--- config.mk ---
export PLATFORM = sky130hd
export DESIGN_NAME = sram_like_arbiter
export DESIGN_NICKNAME = d
export VERILOG_FILES = /design/src/rtl/sram_like_arbiter.sv
export SDC_FILE = /design/constraint.sdc
export NUM_CORES = 1
export LEC_CHECK = 0
export CAP_MARGIN = 20
export CORE_AREA = 4 4 105 107
export DETAILED_ROUTE_END_ITERATION = 16
export DIE_AREA = 0 0 109 111
export SYNTH_ARGS = -nofsm -noshare
export SYNTH_HDL_FRONTEND = slang
export SYNTH_SLANG_ARGS = --single-unit
export TNS_END_PERCENT = 50
--- constraint.sdc ---
create_clock -name clk -period 2 [get_ports clk]
set_input_delay 0.6 -clock clk [delete_from_list [all_inputs] [get_ports clk]]
set_output_delay 0.6 -clock clk [all_outputs]
set_load 0.02 [all_outputs]
--- src/rtl/sram_like_arbiter.sv ---
// ----------------------------------------------------------------------------
// sram_like_arbiter: one sram-like port shared by fetch and data, data first,
// fetch protected by a starvation counter.                         Rev 1.0
// ----------------------------------------------------------------------------
`default_nettype none

module sram_like_arbiter #(
  parameter int STARVE_LIMIT = 4,
  parameter int CNT_W        = 3
) (
  input  logic        clk,
  input  logic        reset,
  input  logic        inst_sram_req,
  input  logic [31:0] inst_sram_addr,
  output logic        inst_sram_addr_ok,
  output logic        inst_sram_data_ok,
  output logic [31:0] inst_sram_rdata,
  input  logic        data_sram_req,
  input  logic        data_sram_wr,
  input  logic [1:0]  data_sram_size,
  input  logic [31:0] data_sram_addr,
  input  logic [31:0] data_sram_wdata,
  output logic        data_sram_addr_ok,
  output logic        data_sram_data_ok,
  output logic [31:0] data_sram_rdata,
  output logic        mem_req,
  output logic        mem_wr,
  output logic [1:0]  mem_size,
  output logic [31:0] mem_addr,
  output logic [31:0] mem_wdata,
  input  logic        mem_addr_ok,
  input  logic        mem_data_ok,
  input  logic [31:0] mem_rdata
);

  typedef enum logic [1:0] {
    IDLE = 2'd0,
    ADDR = 2'd1,
    DATA = 2'd2
  } state_t;

  localparam logic [CNT_W-1:0] LIMIT = CNT_W'(STARVE_LIMIT);

  state_t           state;
  logic             owner;       // 0 = fetch, 1 = data
  logic [CNT_W-1:0] starve_cnt;
  logic             grant_data;

  always_comb begin
    grant_data = data_sram_req && !(inst_sram_req && (starve_cnt == LIMIT));
  end

  always_ff @(posedge clk) begin
    if (reset) begin
      state      <= IDLE;
      owner      <= 1'b0;
      starve_cnt <= '0;
    end else begin
      case (state)
        IDLE: begin
          if (inst_sram_req || data_sram_req) begin
            owner <= grant_data;
            state <= ADDR;
            // Only data wins that pass over a waiting fetch count toward starvation.
            if (grant_data && inst_sram_req) begin
              if (starve_cnt != LIMIT) starve_cnt <= starve_cnt + CNT_W'(1);
            end else begin
              starve_cnt <= '0;
            end
          end
        end
        ADDR: if (mem_addr_ok) state <= DATA;
        DATA: if (mem_data_ok) state <= IDLE;
        default: state <= IDLE;
      endcase
    end
  end

  always_comb begin
    mem_req           = 1'b0;
    mem_wr            = 1'b0;
    mem_size          = 2'd0;
    mem_addr          = 32'd0;
    mem_wdata         = 32'd0;
    inst_sram_addr_ok = 1'b0;
    inst_sram_data_ok = 1'b0;
    inst_sram_rdata   = 32'd0;
    data_sram_addr_ok = 1'b0;
    data_sram_data_ok = 1'b0;
    data_sram_rdata   = 32'd0;
    if (state == ADDR) begin
      mem_req = 1'b1;
      if (owner) begin
        mem_wr            = data_sram_wr;
        mem_size          = data_sram_size;
        mem_addr          = data_sram_addr;
        mem_wdata         = data_sram_wdata;
        data_sram_addr_ok = mem_addr_ok;
      end else begin
        mem_size          = 2'd2;
        mem_addr          = inst_sram_addr;
        inst_sram_addr_ok = mem_addr_ok;
      end
    end else if (state == DATA && mem_data_ok) begin
      if (owner) begin
        data_sram_data_ok = 1'b1;
        data_sram_rdata   = mem_rdata;
      end else begin
        inst_sram_data_ok = 1'b1;
        inst_sram_rdata   = mem_rdata;
      end
    end
  end

  // A granted requester must keep its request up until the bridge accepts it.
  a_req_held: assert property (@(posedge clk) disable iff (reset)
    (state == ADDR) |-> (owner ? data_sram_req : inst_sram_req));

endmodule

`default_nettype wire
* Word-level counts from Yosys, hierarchy flattened *
Index checks and enable logic that the tools add are counted.

operators by class
  add/sub/neg operators = 1
  $mul = 0
  div/mod/pow operators = 0
  magnitude comparators = 0
  equality and inequality tests = 8
  shift operators = 0
  multiplexer cells = 31
  bitwise gates (word level) = 0
  reduce and logical (&&, ||, !) cells = 10

operators with widths
  cell                                                                      count
  32-bit 2-to-1 mux                                                         10
  1-bit 2-to-1 mux                                                          13
  2-bit 2-to-1 mux                                                          5
  3-bit 2-to-1 mux                                                          2
  2-bit inequality test (second input constant)                             3
  2-bit one-hot mux with 3 select lines                                     1
  3-bit AND reduction                                                       2
  1-bit logical AND                                                         4
  3-bit by 1-bit adder with 3-bit output (second input constant)            1
  3-bit equality test (second input constant)                               1
  3-bit inequality test (second input constant)                             1
  2-bit by 1-bit equality test with 1-bit output (second input constant)    1
  2-bit equality test (second input constant)                               1
  2-bit zero test                                                           1
  2-bit by 1-bit inequality test with 1-bit output (second input constant)  1
  2-bit AND reduction                                                       1
  1-bit zero test                                                           1
  1-bit logical OR                                                          1

storage, ports and cells
  register bits after elaboration = 6
  bits in latches = 0
  memory bits (writable) = 0
  bits in read-only memories = 0
  input bits = 137
  output and inout bits = 136
  memories kept = 0

* Longest topological paths before layout *
  depth in word-level cells = 7
  depth in mapped cells = 5

* Worst setup path after synthesis *
Ideal clock, no wire load.

  kind = in2out
  from = input mem_data_ok
  to = output data_sram_rdata[22]
  data arrival time = 1265 ps
  setup slack = 135 ps
  stages on the path = 3
  buffers on the path = 1
  path through = and4b_1 -> buf_4 -> and2_1

on the way
  longest elaborated chain between the ends = 3

RTL lines
  item                RTL line  RTL
  start: declaration  32        input logic mem_data_ok,
  1-bit logical AND   104       end else if (state == DATA && mem_data_ok) begin
  32-bit 2-to-1 mux   104
  32-bit 2-to-1 mux   91        if (state == ADDR) begin
  end: declaration    25        output logic [31:0] data_sram_rdata,

No other way between the ends.

* Worst setup path in the final report *
  from = input mem_data_ok
  to = output data_sram_rdata[8]

The elaborated chain is that of the path after synthesis.

==> results.txt <==
The flow ran to the end, but the final reports show violations. The final reports fail on setup timing. The instance count after placement with tap cells included came out at 625. The pre-antenna-repair detailed-routing pass consisted of 4 iterations. The register bit total from synthesis came out at 6. The number of standard cells in the final layout excluding fillers came out at 642. The Yosys step of the flow raised 0 warnings. The share of flip-flops with an asynchronous set or reset is 0. A synthesized cell averages 6.868 um^2.

The number of H-tree branching levels came out at 1. The critical path is of the in -> out type. The width of the die came out at 109 um. The share of the core filled with cells in the final layout came out at 0.4706. Dividing the detail-routed via count by the number of cells gives 4.202.

The slew at the pin closest to its max-slew limit is 0.4373 ns. TritonCTS built the clock tree. The detailed placement HPWL came out at 7.843 mm. The final clock skew is around 0.0027 ns. The maximum count of clock buffers along a single path is 2. The switching fraction of total power is 0.3656.

The cell area after layout is ~0.0048 mm^2. Of the cells placed in the final design, the portion with a size suffix greater than 1 is 0.4368. The top fanout value on the critical path is 5. Sorting the synthesized cells by area gives the leading types as sky130_fd_sc_hd__and2_1, sky130_fd_sc_hd__mux2i_1, sky130_fd_sc_hd__and3_1. TritonCTS created 3 clock buffers. The number of hold violations in the final report is 0. The tool flagged a number of max-cap violations equal to 0.

After detailed routing, the average wire length per cell comes to 16.24 um. For this configuration, the core starts out at a cell density of 0.1524. By count the netlist is led by sky130_fd_sc_hd__and2_1, sky130_fd_sc_hd__nor2_1, sky130_fd_sc_hd__and3_1, sky130_fd_sc_hd__mux2i_1, sky130_fd_sc_hd__buf_2. The worst hold path belongs to the class reg -> reg. At the worst endpoint, the arrival time is 1.49 ns. The share of synthesized area in the top cell type comes to 0.2591. The residual DRC count came out at 0. The detailed router's first-iteration violation count is 71.

The worst path in the final design needs a cycle of 2.086 ns, including I/O delays and setup. The synthesized netlist contains 31 unique library cells. The static leakage came out at between 2 and 2.5 nW. The clock transition at the registers of the reported paths is 0.04 ns. Setup repair after global routing could not meet its margin everywhere.

The synthesis-to-layout area growth came out at 208.7%. Dividing total power by cell area gives a power density of 250.2 mW/mm^2. The combinational group share of total power is 0.727. The tightest slew margin relative to the limit is 0.7062.

The congestion estimate from routability-driven global placement came to 0.8100. The number of enable-type register cells in the synthesized netlist came out at 0. Global routing finished with a remaining overflow of 0. The number of antenna violations at the first check in global routing is 0. For this block, the routed nets add up to between 10 and 15 mm of wire. Entering global routing, the biggest net connects 41 pins. In this run the register-to-register setup slack is between 0.7 and 0.8 ns. The worst setup path is launched from an input pin. The repair_antennas step left the layout with diodes totalling 0. Hold is met by 0.5012 ns. The number of pins exceeding their max-slew limit in the final report is 0. The largest area contributor in the netlist is sky130_fd_sc_hd__and2_1.

The chip height came out at 111 um. After filler insertion, the fill cell instance count of the layout stands at 1009. The instance area after placement came out at 0.004466 mm^2. The endpoint class of the critical path is an output port.

Based on the critical path, the design can be clocked at up to between 400 and 500 MHz. Of the synthesized area, sequential elements account for 0.07773. In the finished design, the share of the clock period the worst path needs comes to 1.043. The portion of total power attributed to sequential cells is 0.115. Hold repair after CTS inserted 0 buffers. The setup TNS after final layout came out at -1.706 ns. In this run the tool buffered the top-level ports with 272 buffer cells. The wire length of the first global-routing pass is 14.06 mm.

The row count is 37. The clock root buffer master is sky130_fd_sc_hd__clkbuf_8. The design draws 1.194 mW. The die area came out at 0.01210 mm^2. Synthesis produced a netlist with a net count of between 300 and 400. Setup violations remaining at the end of the flow were counted as 25. The switching power is around 0.44 mW. The core outline area came out at 0.01014 mm^2.

Yosys instantiated no cell more often than sky130_fd_sc_hd__and2_1. The setup slack after placement is -0.9193 ns. The most used flip-flop cell after synthesis is sky130_fd_sc_hd__dfxtp_1. The internal cell power came out at between 0.7 and 0.8 mW. The total routing usage reported by global routing is 0.1472. The required time of the critical path came out at about 1.4 ns. Counting every sink on the clock net gives 6.

At the end of the flow, the number of nets in the layout was 647. The share of total power dissipated in the clock network is 0.158. The cell count after synthesis came out at 225. The remaining antenna violation count is 0. The count of pins on the block boundary came out at 273. Summing over every cut layer, the via total after detailed routing is ~2700. The via count of the first global-routing pass is 2657.

The cell area after synthesis came out at 0.001545 mm^2. The worst ir drop on vdd is 0.0001089 V. The clock latency at the later pin of the worst-skew pair came out at 0.23 ns. Setup slack on the critical path of the routed design comes to -0.08569 ns.
## flip-flops by register name, indices dropped and copies added, names as in the netlist
signal and flops:
state 2, starve_cnt 3, owner 1
## worst paths after layout
check / from / endpoint / cells past startpoint
setup / recovery: mem_data_ok / data_sram_rdata[8] / 6
setup reg to reg: starve_cnt[0] / starve_cnt[2] / 5
hold reg to reg: starve_cnt[2] / starve_cnt[2] / 2
hold / removal: starve_cnt[2] / starve_cnt[2] / 2
## cell type report
type	instances	area [um^2]	area share
Sequential cell	6	123.9	0.02596
Tap cell	136	170.2	0.03567
Timing Repair inverter	1	6.256	0.001311
Inverter	4	28.78	0.006032
Clock buffer	3	41.29	0.008655
Multi-Input combinational cell	194	1404	0.2943
Timing Repair Buffer	298	2997	0.6281
## worst max-delay path: stages
cell and delay [ns]:
sky130_fd_sc_hd__buf_8 0.10, sky130_fd_sc_hd__and4b_2 0.24, sky130_fd_sc_hd__buf_6 0.15, sky130_fd_sc_hd__buf_12 0.13, sky130_fd_sc_hd__and2_4 0.15, sky130_fd_sc_hd__buf_6 0.12
## cells by family after synthesis
group	synth area share
AO/OA/AOI/OAI	0.04130
adder cells (fa/ha/maj)	0.01619
buffers and inverters	0.09797
flip-flops	0.07774
multiplexers	0.2073
AND/OR/NAND/NOR	0.5595
## cells in the final DEF, fill, tap and decap left out, types with 2 or more instances in the layout
master / n
sky130_fd_sc_hd__and2_4: 43
sky130_fd_sc_hd__buf_12: 5
sky130_fd_sc_hd__ha_1: 2
sky130_fd_sc_hd__buf_2: 35
sky130_fd_sc_hd__nand4_1: 2
sky130_fd_sc_hd__buf_16: 4
sky130_fd_sc_hd__clkbuf_8: 3
sky130_fd_sc_hd__nand3_1: 2
sky130_fd_sc_hd__buf_8: 2
sky130_fd_sc_hd__buf_4: 49
sky130_fd_sc_hd__inv_1: 3
sky130_fd_sc_hd__buf_6: 62
sky130_fd_sc_hd__mux2i_1: 31
sky130_fd_sc_hd__and3_1: 34
sky130_fd_sc_hd__dlygate4sd2_1: 4
sky130_fd_sc_hd__clkdlybuf4s50_1: 113
sky130_fd_sc_hd__nor2_1: 37
sky130_fd_sc_hd__clkbuf_16: 4
sky130_fd_sc_hd__and2_1: 21
sky130_fd_sc_hd__a21oi_1: 3
sky130_fd_sc_hd__dfxtp_1: 3
sky130_fd_sc_hd__dlymetal6s2s_1: 19
sky130_fd_sc_hd__dfxtp_2: 3
sky130_fd_sc_hd__nand2b_1: 2
## routing by layer
layer / track usage / part of all wire / vias up / routed length (um)
met1: 0.1480 / 0.34 / 1209 / 3545
met3: 0.03960 / 0.11 / 12 / 1139
met5: 0 / 0 / - / 0
li1: - / - / 1320 / -
met2: 0.2871 / 0.54 / 157 / 5586
met4: 0.04125 / 0.015 / 0 / 154
## what timing repair did
item / 4_1_cts / 5_1_grt
cloned: 5 / 4
resized for setup: 657 / 134
setup buffers: 4 / 2
endpoints found under the setup margin: 136 / 89
pin swaps: 23 / 27
## power by group through the flow
| stage | combinational (mW) | clock (mW) | sequential [mW] |
|---|---|---|---|
| 6_report | 0.868 | 0.189 | 0.137 |
| 5_1_grt | 0.923 | 0.197 | 0.139 |
| 4_1_cts | 0.797 | 0.199 | 0.136 |
| 3_5_place_dp | 0.844 | 0 | 0.136 |
| 3_3_place_gp | 0.836 | 0 | 0.136 |
| 2_1_floorplan | 0.344 | 0 | 0.135 |
(Power assumes the default switching activity.)
